$ cat src/rtl/alu_op_sequencer_pkg.sv
// Shared types and constants for the ALU operation sequencer: FSM states,
// command kinds, register-file geometry and the external ALU function codes.
package alu_op_sequencer_pkg;

  localparam int DATA_W = 16;
  localparam int REG_N  = 4;
  localparam int ADDR_W = 2;
  localparam int FN_W   = 4;

  typedef enum logic [1:0] {
    ST_IDLE = 2'd0,
    ST_EXEC = 2'd1,
    ST_RESP = 2'd2
  } state_t;

  localparam logic KIND_ALU  = 1'b0;
  localparam logic KIND_LOAD = 1'b1;

  typedef enum logic [FN_W-1:0] {
    FN_ADD      = 4'd0,
    FN_SUB_XY   = 4'd1,
    FN_SUB_YX   = 4'd2,
    FN_ZERO     = 4'd3,
    FN_ONE      = 4'd4,
    FN_MINUS1   = 4'd5,
    FN_NEG_X    = 4'd6,
    FN_NEG_Y    = 4'd7,
    FN_NOT_X    = 4'd8,
    FN_NOT_Y    = 4'd9,
    FN_INC_X    = 4'd10,
    FN_INC_Y    = 4'd11,
    FN_DEC_X    = 4'd12,
    FN_DEC_Y    = 4'd13,
    FN_AND      = 4'd14,
    FN_OR       = 4'd15
  } alu_fn_t;

  function automatic logic flag_zero(input logic [DATA_W-1:0] v);
    return (v == '0);
  endfunction

  function automatic logic flag_neg(input logic [DATA_W-1:0] v);
    return v[DATA_W-1];
  endfunction

endpackage

$ cat src/rtl/alu_op_sequencer_operand_regfile.sv
// 4x16 operand register file: two combinational read ports, one synchronous
// write port, synchronous reset clearing every entry.
module operand_regfile
  import alu_op_sequencer_pkg::*;
(
  input  logic        clk,
  input  logic        rst,
  input  logic        we,
  input  logic [1:0]  waddr,
  input  logic [15:0] wdata,
  input  logic [1:0]  raddr_a,
  input  logic [1:0]  raddr_b,
  output logic [15:0] rdata_a,
  output logic [15:0] rdata_b
);

  logic [DATA_W-1:0] regs [REG_N];

  always_ff @(posedge clk) begin
    if (rst) begin
      for (int i = 0; i < REG_N; i++) begin
        regs[i] <= '0;
      end
    end else if (we) begin
      regs[waddr] <= wdata;
    end
  end

  assign rdata_a = regs[raddr_a];
  assign rdata_b = regs[raddr_b];

endmodule

$ cat src/rtl/alu_op_sequencer.sv
// Command sequencer that drives an external combinational ALU from a small
// register file and returns each result through a valid/ready handshake.
module alu_op_sequencer
  import alu_op_sequencer_pkg::*;
(
  input  logic        clk,
  input  logic        rst,
  input  logic        cmd_valid,
  output logic        cmd_ready,
  input  logic        cmd_kind,
  input  logic [3:0]  cmd_fn,
  input  logic [1:0]  cmd_dst,
  input  logic [1:0]  cmd_srca,
  input  logic [1:0]  cmd_srcb,
  input  logic [15:0] cmd_imm,
  output logic [15:0] alu_a,
  output logic [15:0] alu_b,
  output logic [3:0]  alu_sel,
  input  logic [15:0] alu_y,
  output logic        res_valid,
  input  logic        res_ready,
  output logic [15:0] res_data,
  output logic        res_zero,
  output logic        res_neg
);

  state_t              state;
  logic [ADDR_W-1:0]   dst_exec;
  logic                rf_we;
  logic [ADDR_W-1:0]   rf_waddr;
  logic [DATA_W-1:0]   rf_wdata;
  logic [DATA_W-1:0]   rd_a;
  logic [DATA_W-1:0]   rd_b;

  operand_regfile u_regfile (
    .clk     (clk),
    .rst     (rst),
    .we      (rf_we),
    .waddr   (rf_waddr),
    .wdata   (rf_wdata),
    .raddr_a (cmd_srca),
    .raddr_b (cmd_srcb),
    .rdata_a (rd_a),
    .rdata_b (rd_b)
  );

  // The register write happens at the same edge the FSM leaves IDLE (LOAD)
  // or EXEC (ALU); the regfile's own reset wins, so an aborted op never lands.
  always_comb begin
    rf_we    = 1'b0;
    rf_waddr = cmd_dst;
    rf_wdata = cmd_imm;
    case (state)
      ST_IDLE: rf_we = cmd_valid && (cmd_kind == KIND_LOAD);
      ST_EXEC: begin
        rf_we    = 1'b1;
        rf_waddr = dst_exec;
        rf_wdata = alu_y;
      end
      default: rf_we = 1'b0;
    endcase
  end

  always_ff @(posedge clk) begin
    if (rst) begin
      state     <= ST_IDLE;
      cmd_ready <= 1'b1;
      res_valid <= 1'b0;
      alu_a     <= '0;
      alu_b     <= '0;
      alu_sel   <= FN_ZERO;
      res_data  <= '0;
      dst_exec  <= '0;
    end else begin
      case (state)
        ST_IDLE: begin
          if (cmd_valid) begin
            cmd_ready <= 1'b0;
            if (cmd_kind == KIND_LOAD) begin
              res_data  <= cmd_imm;
              res_valid <= 1'b1;
              state     <= ST_RESP;
            end else begin
              // Operands are captured before any write, so dst may alias a source.
              alu_a    <= rd_a;
              alu_b    <= rd_b;
              alu_sel  <= cmd_fn;
              dst_exec <= cmd_dst;
              state    <= ST_EXEC;
            end
          end
        end
        ST_EXEC: begin
          res_data  <= alu_y;
          res_valid <= 1'b1;
          state     <= ST_RESP;
        end
        ST_RESP: begin
          if (res_ready) begin
            res_valid <= 1'b0;
            cmd_ready <= 1'b1;
            state     <= ST_IDLE;
          end
        end
        default: begin
          res_valid <= 1'b0;
          cmd_ready <= 1'b1;
          state     <= ST_IDLE;
        end
      endcase
    end
  end

  // Flags follow the held result, never the live ALU output.
  assign res_zero = flag_zero(res_data);
  assign res_neg  = flag_neg(res_data);

endmodule
$ cat config.mk
export PLATFORM = sky130hd
export DESIGN_NAME = alu_op_sequencer
export DESIGN_NICKNAME = d
export VERILOG_FILES = /design/src/rtl/alu_op_sequencer_pkg.sv /design/src/rtl/alu_op_sequencer_operand_regfile.sv /design/src/rtl/alu_op_sequencer.sv
export SDC_FILE = /design/constraint.sdc
export NUM_CORES = 1
export LEC_CHECK = 0
export ABC_AREA = 1
export CORE_AREA = 2 2 182 149
export DETAILED_ROUTE_END_ITERATION = 8
export DIE_AREA = 0 0 184 151
export HOLD_SLACK_MARGIN = 0.05
export PLACE_DENSITY = 0.48
export SYNTH_ARGS = -nofsm -noshare
export SYNTH_HDL_FRONTEND = slang
export SYNTH_SLANG_ARGS = --single-unit
export TNS_END_PERCENT = 20
$ cat constraint.sdc
create_clock -name clk -period 2.69 [get_ports clk]
set_input_delay 0.538 -clock clk [delete_from_list [all_inputs] [get_ports clk]]
set_output_delay 0.538 -clock clk [all_outputs]
set_load 0.02 [all_outputs]
======== Yosys cells after proc, flatten, opt, wreduce, memory -nomap -nowiden ========
Memories as Yosys holds them, arrays and structs flattened. A register that Yosys moved wholly into a read port is not among the register bits.
Cells that the tools add are included.
operators by class
  eq/ne operators ......................... 5
  $lt $le $gt $ge ......................... 0
  bitwise logic cells ..................... 2
  reduce and logical (&&, ||, !) cells .... 10
  $mul .................................... 0
  div/mod/pow operators ................... 0
  add/subtract/negate cells ............... 0
  muxes and demuxes ....................... 25
  shift operators ......................... 0
operator list
  kind                                                             count
  16-bit two-way mux                                               4
  16-bit case mux with 2 select lines                              1
  16-bit logical NOT                                               1
  16-bit OR reduction                                              1
  3-bit AND reduction                                              4
  1-bit two-way mux                                                11
  2-bit two-way mux                                                5
  2-bit != test, second input constant                             3
  1-bit case mux with 3 select lines                               2
  2-bit case mux with 3 select lines                               1
  2-bit by 1-bit == test with 1-bit output, second input constant  1
  2-bit == test, second input constant                             1
  2-bit logical NOT                                                1
  1-bit NOT                                                        2
  1-bit case mux with 2 select lines                               1
  2-bit AND reduction                                              1
  2-bit nonzero test                                               1
  1-bit logical AND                                                1
storage, ports and cells
  memories kept ........................... 1
  output and inout bits ................... 56
  latch bits .............................. 0
  bits in read-only memories .............. 0
  memory bits (writable) .................. 64
  bits in registers ....................... 26
memories
  name            words  width  read ports  clocked after Yosys merged registers in  wr ports  line                                    source
  u_regfile.regs  4      16     2           2                                        4         alu_op_sequencer_operand_regfile.sv:17  logic [DATA_W-1:0] regs [REG_N];

======== Logic depth before layout (Yosys ltp) ========
  word-level depth ........................ 7
  mapped depth ............................ 8

======== Cells and area by module ========
A second synthesis with hierarchy kept.
second synthesis, totals
  cells, all modules ...................... 838
  area total of the unflattened synthesis .. 6177.2 um2
modules (own cells, without submodules)
  module            sequential area each (um2)  area each (um2)  cells each  instances
  operand_regfile   1921.8                      3622.2           476         1
  alu_op_sequencer  1161.1                      2555.0           362         1

======== Least setup slack after synthesis ========
OpenSTA, ideal clock, no wires.
  kind .................................... input -> register
  start point ............................. input port rst
  end point ............................... memory u_regfile.regs[3][0] (enable)
  cell stages on the path ................. 4
  setup slack ............................. 0.492 ns
  data arrival time ....................... 1.810 ns
  path buffers ............................ 2
  library setup time ...................... 0.388 ns
  data required time ...................... 2.302 ns
  path through ............................ buf_2 > clkbuf_1 > a21oi_1 > nor2_1
RTL lines
  what                line                                    source
  start: declaration  alu_op_sequencer.sv:7                   input logic rst,
  end: declaration    alu_op_sequencer_operand_regfile.sv:17

======== Worst setup path in the final report ========
  start point ............................. register res_data[15]
  end point ............................... output port res_zero
on the way
  longest elaborated chain between the ends .. 1
RTL lines
  what                      line                        source
  start: declaration        alu_op_sequencer.sv:22      output logic [15:0] res_data,
  start signal: assignment  alu_op_sequencer.sv:80      res_data <= cmd_imm;
  start signal: assignment  alu_op_sequencer.sv:94      res_data <= alu_y;
  16-bit logical NOT        alu_op_sequencer_pkg.sv:39  return (v == '0);
  end: declaration          alu_op_sequencer.sv:23      output logic res_zero,
No other way between the ends.

==> flow_metrics.py <==
metrics = {
    "outcome": {
        "outcome": "completed",
    },
    "final_layout": {
        "nets": 965,
        "final_layout_size_suffix_gt1_share_pct": 10.1,
        "diodes": 0,
        "syn_to_final_growth_pct": 31.7,
    },
    "grt": {
        "antenna_found_initial": 0,
        "grt_pass1_wl_um": 28100,
        "grt_max_degree": 40,
        "gr-usage-all-layers_pct": 13.5,
        "grt_pass1_vias": 4867,
        "overflow": 0,
    },
    "routing": {
        "dr.first_iter.drc_count": 392,
        "dr.pass1.iters": 5,
        "vias_per_cell": 4.17,
        "antenna_left": 0,
        "post-route-drc-count": 0,
        "route.vias.total": 5255,
        "post_drt_wl_per_cell_um": 14.3,
        "wl_um": 18000,
    },
    "power_and_ir_drop": {
        "p_leak_nw": 3.71,
        "irDropWorstVdd_v": 0.000487,
        "power_density_nw_per_um2": 643,
    },
    "timing": {
        "finalClockSkew_ns": 0.00859,
        "relSlewSlack_pct": 53.7,
        "fin_crit_sh_pct": 94.3,
        "worst_slew_pin_slew_ns": 0.694,
        "holdWs_ns": 0.471,
        "report.final.slew_viol_count": 0,
        "timing.fmax_mhz": 394,
        "grt_setup_unrepaired": "false",
        "setup_tns_ns": 0,
        "setup_viol": 0,
        "finalCriticalPeriod_ns": 2.54,
        "setup_ws_ns": 0.154,
        "finalHoldViolCount": 0,
    },
    "clock_network": {
        "root_buffer": "clkbuf_16",
        "clkTransAtPathRegs_ns": 0.06,
        "cts_resized": 0,
        "clk_latency_ns": 0.42,
        "ctsHtreeMaxLevel": 4,
        "clock-sinks": 122,
        "numCtsBuffers": 17,
        "tritoncts": "built",
        "ctsHoldBuffers": 0,
        "ctsLongestPathBuffers": 2,
        "post_cts_buffers": 0,
    },
    "worst_setup_path": {
        "worstPathRequired_ns": 2.15,
        "endpoint_kind": "output port",
        "reg2reg_to": "u_regfile.regs[3][14]$_DFFE_PP_",
        "path_max_fanout": 3,
        "r2r_cells": 7,
        "cp-start-kind": "flip-flop",
        "r2r_slack_ns": 0.84,
        "criticalPathCategory": "flip-flop to output port",
        "r2r_start": "state[1]$_SDFFE_PP0P_",
        "crit_arrival_ns": 2.00,
    },
    "flow_run": {
        "drv_cap": 0,
    },
    "worst_hold_path": {
        "holdPathEnd": "cmd_ready$_SDFFE_PP1P_",
        "hold_path_depth": 2,
        "hold_class": "flip-flop to flip-flop",
        "hold_start": "cmd_ready$_SDFFE_PP1P_",
    },
    "floorplanning": {
        "dieHeight_um": 151,
        "initial_core_util_pct": 23.8,
        "dieWidth_um": 184,
        "core-area_um2": 25900,
        "die-area_um2": 27800,
        "pin_count": 103,
        "fp-row-count": 53,
    },
    "synthesis": {
        "synth_area_um2": 6150,
        "synth_cells": 820,
        "syn_area_per_cell_um2": 7.49,
        "syn_nets": 867,
        "seq_area_frac_synth_pct": 50.2,
        "yosys_warnings": 0,
        "ys_ff_latch": 122,
        "synthDistinctLibCells": 23,
    },
    "placed_design": {
        "pre_cts_slack_ns": 0.324,
        "io_buffers": 102,
        "place_congestion": 0.759,
        "place_hpwl_um": 12800,
    },
}
## layout make-up
class | count | area (µm²)
Clock buffer | 19 | 433
Inverter | 163 | 612
Multi-Input combinational cell | 492 | 2220
Sequential cell | 122 | 3080
Clock inverter | 13 | 151
Timing Repair Buffer | 122 | 1180
Tap cell | 330 | 413
Fill cell | 2751 | 17800
## cell usage after synthesis
| cell type | n | area [µm²] |
|---|---|---|
| nor3_1 | 3 | 15.0 |
| nor2_1 | 60 | 225 |
| nor2_2 | 8 | 50.1 |
| clkbuf_1 | 24 | 90.1 |
| nand3_4 | 4 | 70.1 |
| a21oi_1 | 35 | 175 |
| buf_6 | 4 | 45.0 |
| o21ai_0 | 10 | 50.1 |
| nor2_8 | 1 | 20.0 |
| inv_2 | 10 | 37.5 |
| buf_12 | 1 | 20.0 |
| nand2_1 | 232 | 871 |
| buf_1 | 2 | 7.51 |
| o21ai_2 | 4 | 35.0 |
| nand2_2 | 17 | 106 |
| inv_1 | 153 | 574 |
| nand3_1 | 112 | 561 |
| buf_2 | 9 | 45.0 |
| buf_4 | 3 | 22.5 |
| nand2_4 | 2 | 22.5 |
| o21ai_1 | 4 | 20.0 |
| dfxtp_1 | 58 | 1160 |
| edfxtp_1 | 64 | 1920 |
## sequential cells by signal (all words and copies together), names as in the netlist
signal and flops:
state 2, alu_sel 4, dst_exec 2, u_regfile.regs 64
res_data 16, alu_b 16, cmd_ready 1, alu_a 16
res_valid 1
## worst max-delay path, cell delays in order, from the launching register on
cell and delay [ns]:
dfxtp_1 0.35, inv_1 0.09, nand2_1 0.08, nor3_1 0.13, nand2_1 0.08, nor3_1 0.19
clkdlybuf4s50_1 0.68
## metrics by stage
stage / utilization (%) / instances / power (mW) / instance area [µm²]
6_report: 31.3 / 1261 / 5.20 / 8100
5_1_grt: 31.3 / 1261 / 5.44 / 8100
4_1_cts: 31.3 / 1261 / 5.26 / 8100
3_5_place_dp: 29.0 / 1229 / 2.98 / 7510
3_3_place_gp: 29.0 / 1229 / 2.97 / 7510
2_1_floorplan: - / 820 / 2.63 / 6150
## layer usage
| layer | global-route usage [%] | vias to the layer above | share of wire, % |
|---|---|---|---|
| met1 | 21.8 | 2313 | 56 |
| met2 | 16.6 | 217 | 35 |
| met3 | 4.09 | 12 | 8.7 |
| met5 | 0 | - | 0 |
| li1 | - | 2713 | - |
| met4 | 3.00 | 0 | 0.77 |
## placed cells by master (no fill, tap or decap), types with 19 or more instances in the layout
| cell type | count |
|---|---|
| nand2_1 | 232 |
| buf_4 | 19 |
| inv_1 | 153 |
| edfxtp_1 | 64 |
| dfxtp_1 | 58 |
| clkdlybuf4s50_1 | 102 |
| a21oi_1 | 35 |
| nor2_1 | 60 |
| nand3_1 | 112 |
## report_power, final
group / internal (mW) / switching (mW)
clock: 1.45 / 0.824
sequential: 2.08 / 0.0666
combinational: 0.311 / 0.477
## cells by family after synthesis
kind of cell           after synthesis  synth area share [%]
AO/OA/AOI/OAI                       53                  4.56
buffers and inverters              206                  13.7
flip-flops                         122                  50.2
AND/OR/NAND/NOR                    439                  31.6
## worst max-delay path by stage
stage / startpoint / end / slack, ns / cells past startpoint
CTS: res_data[15]$_SDFFE_PP0P_ / res_zero / 0.15 / 6
global placement: cmd_valid / u_regfile.regs[2][12]$_SDFFCE_PN0P_ / 0.35 / 8
finish: res_data[15]$_SDFFE_PP0P_ / res_zero / 0.15 / 6
detailed placement: cmd_valid / u_regfile.regs[2][12]$_SDFFCE_PN0P_ / 0.32 / 8
floorplan: rst / u_regfile.regs[3][0]$_DFFE_PP_ / 0.49 / 4
global route: res_data[15]$_SDFFE_PP0P_ / res_zero / 0.09 / 6
Note: power is estimated with default switching activity, not from simulation.
